==> config.mk <==
export PLATFORM = sky130hd
export DESIGN_NAME = counter_down_timer
export DESIGN_NICKNAME = d
export VERILOG_FILES = /design/src/rtl/counter_down_timer.sv
export SDC_FILE = /design/constraint.sdc
export NUM_CORES = 1
export LEC_CHECK = 0
export CAP_MARGIN = 15
export CORE_MARGIN = 4
export CORE_UTILIZATION = 44
export CTS_CLUSTER_DIAMETER = 150
export DETAILED_ROUTE_END_ITERATION = 10
export PLACE_DENSITY = 0.73
export SLEW_MARGIN = 30
export SYNTH_ARGS = -nofsm -noshare
export SYNTH_HDL_FRONTEND = slang
export SYNTH_SLANG_ARGS = --single-unit
==> constraint.sdc <==
create_clock -name clk -period 1.5 [get_ports clk]
set_input_delay 0.45 -clock clk [delete_from_list [all_inputs] [get_ports clk]]
set_output_delay 0.45 -clock clk [all_outputs]
set_load 0.02 [all_outputs]
==> src/rtl/counter_down_timer.sv <==
// Loadable down-counting timer with one-shot and auto-reload modes.
// Asserts a one-cycle terminal-count pulse each time a count runs out.
module counter_down_timer #(
    parameter int unsigned WIDTH = 4
) (
    input  logic             clk,
    input  logic             reset,
    input  logic             load,
    input  logic [WIDTH-1:0] load_val,
    input  logic             start,
    input  logic             stop,
    input  logic             auto_reload,
    output logic [WIDTH-1:0] count,
    output logic             busy,
    output logic             tc,
    output logic             done
);

    typedef enum logic [1:0] {
        IDLE = 2'd0,
        RUN  = 2'd1,
        DONE = 2'd2
    } state_t;

    state_t           state_q, state_d;
    logic [WIDTH-1:0] count_q, count_d;
    logic [WIDTH-1:0] reload_q, reload_d;
    logic             tc_q, tc_d;
    logic             busy_q, done_q;
    logic [WIDTH-1:0] src_val;

    // A load in the same cycle takes effect for both start and reload.
    assign src_val = load ? load_val : reload_q;

    always_ff @(posedge clk or negedge reset) begin
        if (!reset) begin
            state_q  <= IDLE;
            count_q  <= '0;
            reload_q <= '0;
            tc_q     <= 1'b0;
            busy_q   <= 1'b0;
            done_q   <= 1'b0;
        end else begin
            state_q  <= state_d;
            count_q  <= count_d;
            reload_q <= reload_d;
            tc_q     <= tc_d;
            busy_q   <= (state_d == RUN);
            done_q   <= (state_d == DONE);
        end
    end

    always_comb begin
        state_d  = state_q;
        count_d  = count_q;
        reload_d = reload_q;
        tc_d     = 1'b0;

        if (load) begin
            reload_d = load_val;
        end

        case (state_q)
            IDLE, DONE: begin
                if (load) begin
                    count_d = load_val;
                end
                if (stop) begin
                    state_d = IDLE;
                end else if (start && (src_val != '0)) begin
                    count_d = src_val;
                    state_d = RUN;
                end
            end
            RUN: begin
                if (stop) begin
                    state_d = IDLE;
                end else if (count_q <= WIDTH'(1)) begin
                    // Terminal event; a zero count is treated the same so it can never wrap.
                    tc_d = 1'b1;
                    if (auto_reload) begin
                        count_d = src_val;
                    end else begin
                        count_d = '0;
                        state_d = DONE;
                    end
                end else begin
                    count_d = count_q - WIDTH'(1);
                end
            end
            default: begin
                state_d = IDLE;
            end
        endcase
    end

    assign count = count_q;
    assign busy  = busy_q;
    assign tc    = tc_q;
    assign done  = done_q;

endmodule

## Word-level counts from Yosys, hierarchy flattened

Cells that the tools add are included.

- Flip-flop bits (word level): 13
- Input port bits: 10
- Output and inout bits: 7
- Word-level logic and storage cells: 36

- Add/sub/neg operators: 1
- Order comparisons: 1
- Eq/ne operators: 5
- Muxes and demuxes: 17
- Reductions and logical operators: 6

Operators with widths:

| kind | count |
|---|---|
| $mux 4 | 7 |
| $mux 2 | 5 |
| $pmux 4 s2 | 1 |
| $eq 2x1->1 const B | 2 |
| $eq 2x2->1 const B | 2 |
| $le 4x1->1 const B | 1 |
| $pmux 2 s2 | 1 |
| $reduce_bool 4->1 | 1 |
| $sub 4x1->4 const B | 1 |
| $mux 1 | 3 |
| $logic_not 2->1 | 1 |
| $ne 2x2->1 const B | 1 |
| $reduce_and 2->1 | 1 |
| $reduce_bool 2->1 | 1 |
| $reduce_or 2->1 | 1 |
| $logic_and 1x1->1 | 1 |

## Depth between registers and ports, before layout

Gate-level depths: netlist of run 1.

- Depth in word-level cells: 7
- Depth in mapped cells: 7
- Depth with buffers taken out: 6

## Worst setup path before layout of run 1

No wires, ideal clock.

- Kind: input-to-reg
- Start: in load
- End: reg count_q[2], in the netlist count[2]
- Arrival: 1,711 ps
- Setup slack: -337 ps
- Stages: 5
- Path buffers: 1
- Cell sequence: buf_6 > or4_4 > o21ai_4 > o31ai_1 > a221o_1

- Longest elaborated chain between the ends: 6
- Elaborated cells on any way between the ends: 10
- Classes of those cells: 8 x mux; 2 x reduce/logical

RTL lines:

| element | RTL line | source |
|---|---|---|
| from (decl) | 8 | `input logic load,` |
| $mux 4 | - |  |
| $reduce_bool 4->1 | 70 | `end else if (start && (src_val != '0)) begin` |
| $logic_and 1x1->1 | 70 |  |
| $mux 4 | 70 |  |
| $mux 4 | 68 | `if (stop) begin` |
| $pmux 4 s2 (*) | 63 | `case (state_q)` |
| to (signal assigned) | 45 | `count_q <= count_d;` |
| to (decl) | 26 | `logic [WIDTH-1:0] count_q, count_d;` |

Mark *: on every way between the ends. The rest lies on a longest branch, timed or not. The select of a mux whose other input is x is not followed.
A chain may end at the register's enable or synchronous reset.

## Final worst setup path of run 1

- Start: reg reload_q[1]
- End: reg count_q[3], in the netlist count[3]

- Longest elaborated chain between the ends: 6

RTL lines:

| element | RTL line | source |
|---|---|---|
| from (decl) | 27 | `logic [WIDTH-1:0] reload_q, reload_d;` |
| from (signal assigned) | 46 | `reload_q <= reload_d;` |
| $mux 4 | - |  |
| $reduce_bool 4->1 | 70 |  |
| $logic_and 1x1->1 | 70 |  |
| $mux 4 | 70 |  |
| $mux 4 | 68 |  |
| $pmux 4 s2 | 63 |  |

No other way between the ends.

==> results of run 1 <==
## how the worst max path moves through the flow
stage	slack (ns)	cells after the start	start	endpoint
2_1_floorplan	-0.26	5	load	count[2]$_DFFE_PN0P_
3_3_place_gp	-0.80	4	load	count[3]$_DFFE_PN0P_
3_5_place_dp	-0.88	5	load	count[0]$_DFFE_PN0P_
4_1_cts	-0.23	4	reload_q[3]$_DFF_PN0_	count[2]$_DFFE_PN0P_
5_1_grt	-0.30	4	reload_q[1]$_DFF_PN0_	count[3]$_DFFE_PN0P_
6_report	-0.26	4	reload_q[1]$_DFF_PN0_	count[3]$_DFFE_PN0P_
## synthesized netlist by cell type
cell type	instances
dfrtp_1	13
mux2i_1	5
a21oi_1	4
inv_1	4
mux2_2	4
nor2_1	4
nor3_1	4
clkbuf_1	3
nand2_1	3
a221o_1	2
and4_1	2
ha_1	2
nand2b_1	2
nand4_1	2
nor4_1	2
o21ai_0	2
o21ba_2	2
o311ai_1	2
o31a_2	2
o31ai_1	2
o41a_2	2
a21boi_0	1
a311oi_1	1
a31oi_1	1
buf_6	1
nand3b_1	1
nor4_4	1
o211ai_1	1
o21ai_4	1
or2_2	1
or2b_1	1
or3_1	1
or4_4	1
## area by class of cell
cell class              count  area, sq um
well taps                  25         31.3
multi-input cells          60          549
clock buffers               4         26.3
inverters                   4         15.0
flip-flops and latches     13          328
fillers                   122          457
repair buffers             43          358
## report_power, final
| group | total [W] | switching, W | internal [W] |
|---|---|---|---|
| Sequential | 0.000436 | 0.0000365 | 0.000399 |
| Clock | 0.000227 | 0.000124 | 0.000103 |
| Combinational | 0.000614 | 0.000314 | 0.000301 |
| Total | 0.00128 | 0.000475 | 0.000803 |
## timing repair
action / CTS / global route
buffers inserted: 6 / 1
pin swaps: 8 / 4
setup endpoints to repair: 15 / 10
gates resized for setup: 27 / 3
cloned: 1 / 0
endpoints found under the hold margin: 0 / 0
## layout by cell type (no fill, tap or decap), types with 2 or more instances in the layout
cell type	Yosys	routed
buf_4	0	24
dfrtp_1	13	11
dlygate4sd2_1	0	9
mux2i_1	5	5
nor2_1	4	4
a21oi_1	4	4
clkdlybuf4s50_1	0	4
nand2_1	3	3
nor3_1	4	3
clkbuf_4	0	3
buf_6	1	3
inv_2	0	2
mux2_4	0	2
mux2_2	4	2
nand2b_1	2	2
o21ai_4	1	2
inv_1	4	2
o21ba_2	2	2
and4_1	2	2
o41a_2	2	2
nand4_1	2	2
a221o_1	2	2
dfrtp_2	0	2
clkdlybuf4s15_1	0	2
## state kept, by name (all words and copies together) (netlist names)
signal,count
done,1
count,4
tc,1
reload_q,4
busy,1
state_q,2
## stage by stage
stage	setup TNS [ns]	setup WS, ns	instances	hold slack [ns]	instance area [sq um]
2_1_floorplan	-1.38	-0.264	80	0.154	870
3_3_place_gp	-6.84	-0.800	138	0.553	1180
3_5_place_dp	-7.55	-0.878	138	0.549	1180
4_1_cts	-1.17	-0.229	148	0.475	1290
5_1_grt	-2.08	-0.295	149	0.477	1310
6_report	-1.68	-0.262	149	0.469	1310
## logic make-up after synthesis
kind of cell,count (synthesis),synth area share [%]
buf+inv,8,4.48
mux,9,11.3
flops,13,38.8
simple gates,25,19.3
compound gates,23,23.1
fa+ha+maj,2,2.98
## worst max-delay path: stages, from the launching register on
cell	delay, ns
dfrtp_1	0.39
or4_4	0.56
o21ai_4	0.28
o31ai_1	0.11
a221o_1	0.31
## routing by layer
metal | GRT usage [%] | routed length (microns) | vias to the layer above
met5 | 0 | 0 | -
met4 | 6.99 | 33 | 0
met3 | 4.01 | 206 | 8
met2 | 34.3 | 1290 | 48
met1 | 26.0 | 1060 | 415
li1 | - | - | 402
==> metrics, run 1 <==
status complete, but fails checks; failing checks setup timing; R2R Path End count[3]$_DFFE_PN0P_; post-DR vias/cell between 5 and 6; wirelength, routed approximately 2600 microns; pin count of the biggest net entering global routing 14; Clock Latency Late Sink ~0.28 ns; Std-Cell Rows 15; mean post-synth cell area around 10 sq um; first-pass GRT wire length 4030 microns; hold buffer count at CTS 0; Final Core Density 74.1%; vias in the first global route 877; Slew @ Worst Pin 0.330 ns; total track usage about 20%; drt drc 0; chip height ~52 microns; sequential share of the synthesized area about two fifths; RSZ-0062 raised after global routing true; Net Count, Synth 92; Cells after Synth 80; reg-to-reg startpoint reload_q[1]$_DFF_PN0_; Initial Util a little under half; r2r setup slk -0.26 ns; Critical Path AT roughly 1.9 ns; input/output buffers 16; Cell Area, Synth ~840 sq um; Crit Path Max Fanout 5; leading area contributor after synthesis dfrtp_1; Hold Vio Cnt, Final 0; post-route ant nets 0; Final Max Tran Viols 0; min setup slack post-route -0.262 ns; Die X between 50 and 60 microns; CTS Buf Count 3; Core Area 1760 sq um; Post-DP HPWL approximately 1600 microns; Max Cap Violations 0; Clock Skews 0.000883 ns; synth warn 0; Setup CP Type reg -> reg; Tmin final 1.76 ns; power per cell area between 900 and 1000 nW/um^2; power after layout 0.00128 W; post-synthesis register bit count 13; reg2reg path depth 4; maximum vdd drop ~0.7 mV; Max transition margin between 70 and 80%; top-area cell type share of the netlist area between 30% and 40%; Max clock buf depth 2; drt pass-1 iters 4; vias around 870; Clock Sinks 13; Final Wtd Congestion 0.882; routed len/inst about 17 microns; Cell variety after synth 33; DRT iter0 DRCs between 50 and 60; initial antenna violation count 0; Synth area leaders dfrtp_1 39%, mux2i_1 6.0%, mux2_2 5.4%, ha_1 3.0%, o41a_2 3.0%; Final nets 137; CTS Root Cell clkbuf_4; CTS tree yes; crit share post-route 117%; Worst Path Required 1.67 ns; Area Growth Syn to Fin 56.0%; Leak Pwr between 0.5 and 0.6 nW; Reg clk slew, reported paths approximately 0.08 ns; Highest Clock Rate 567 MHz; top-level I/O count 17; grt total ovfl 0; die area 2670 sq um; H-tree Lvls 1; final setup fails 8; crit end category flip-flop; ANT cells 0; layout cells sized above 1 between 40 and 50%; Worst Hold Class in -> async; type of origin of the critical path flip-flop
No activity file was read; power rests on OpenSTA's default activity.
==> run 2, diff against run 1 <==
--- a/config.mk
+++ b/config.mk
@@ -9,6 +9,7 @@
 export CORE_MARGIN = 4
 export CORE_UTILIZATION = 44
 export CTS_CLUSTER_DIAMETER = 150
+export CTS_CLUSTER_SIZE = 28
 export DETAILED_ROUTE_END_ITERATION = 10
 export PLACE_DENSITY = 0.73
 export SLEW_MARGIN = 30
==> results of run 2 <==
The final DEF is identical to that of run 1; final timing and power are the same.
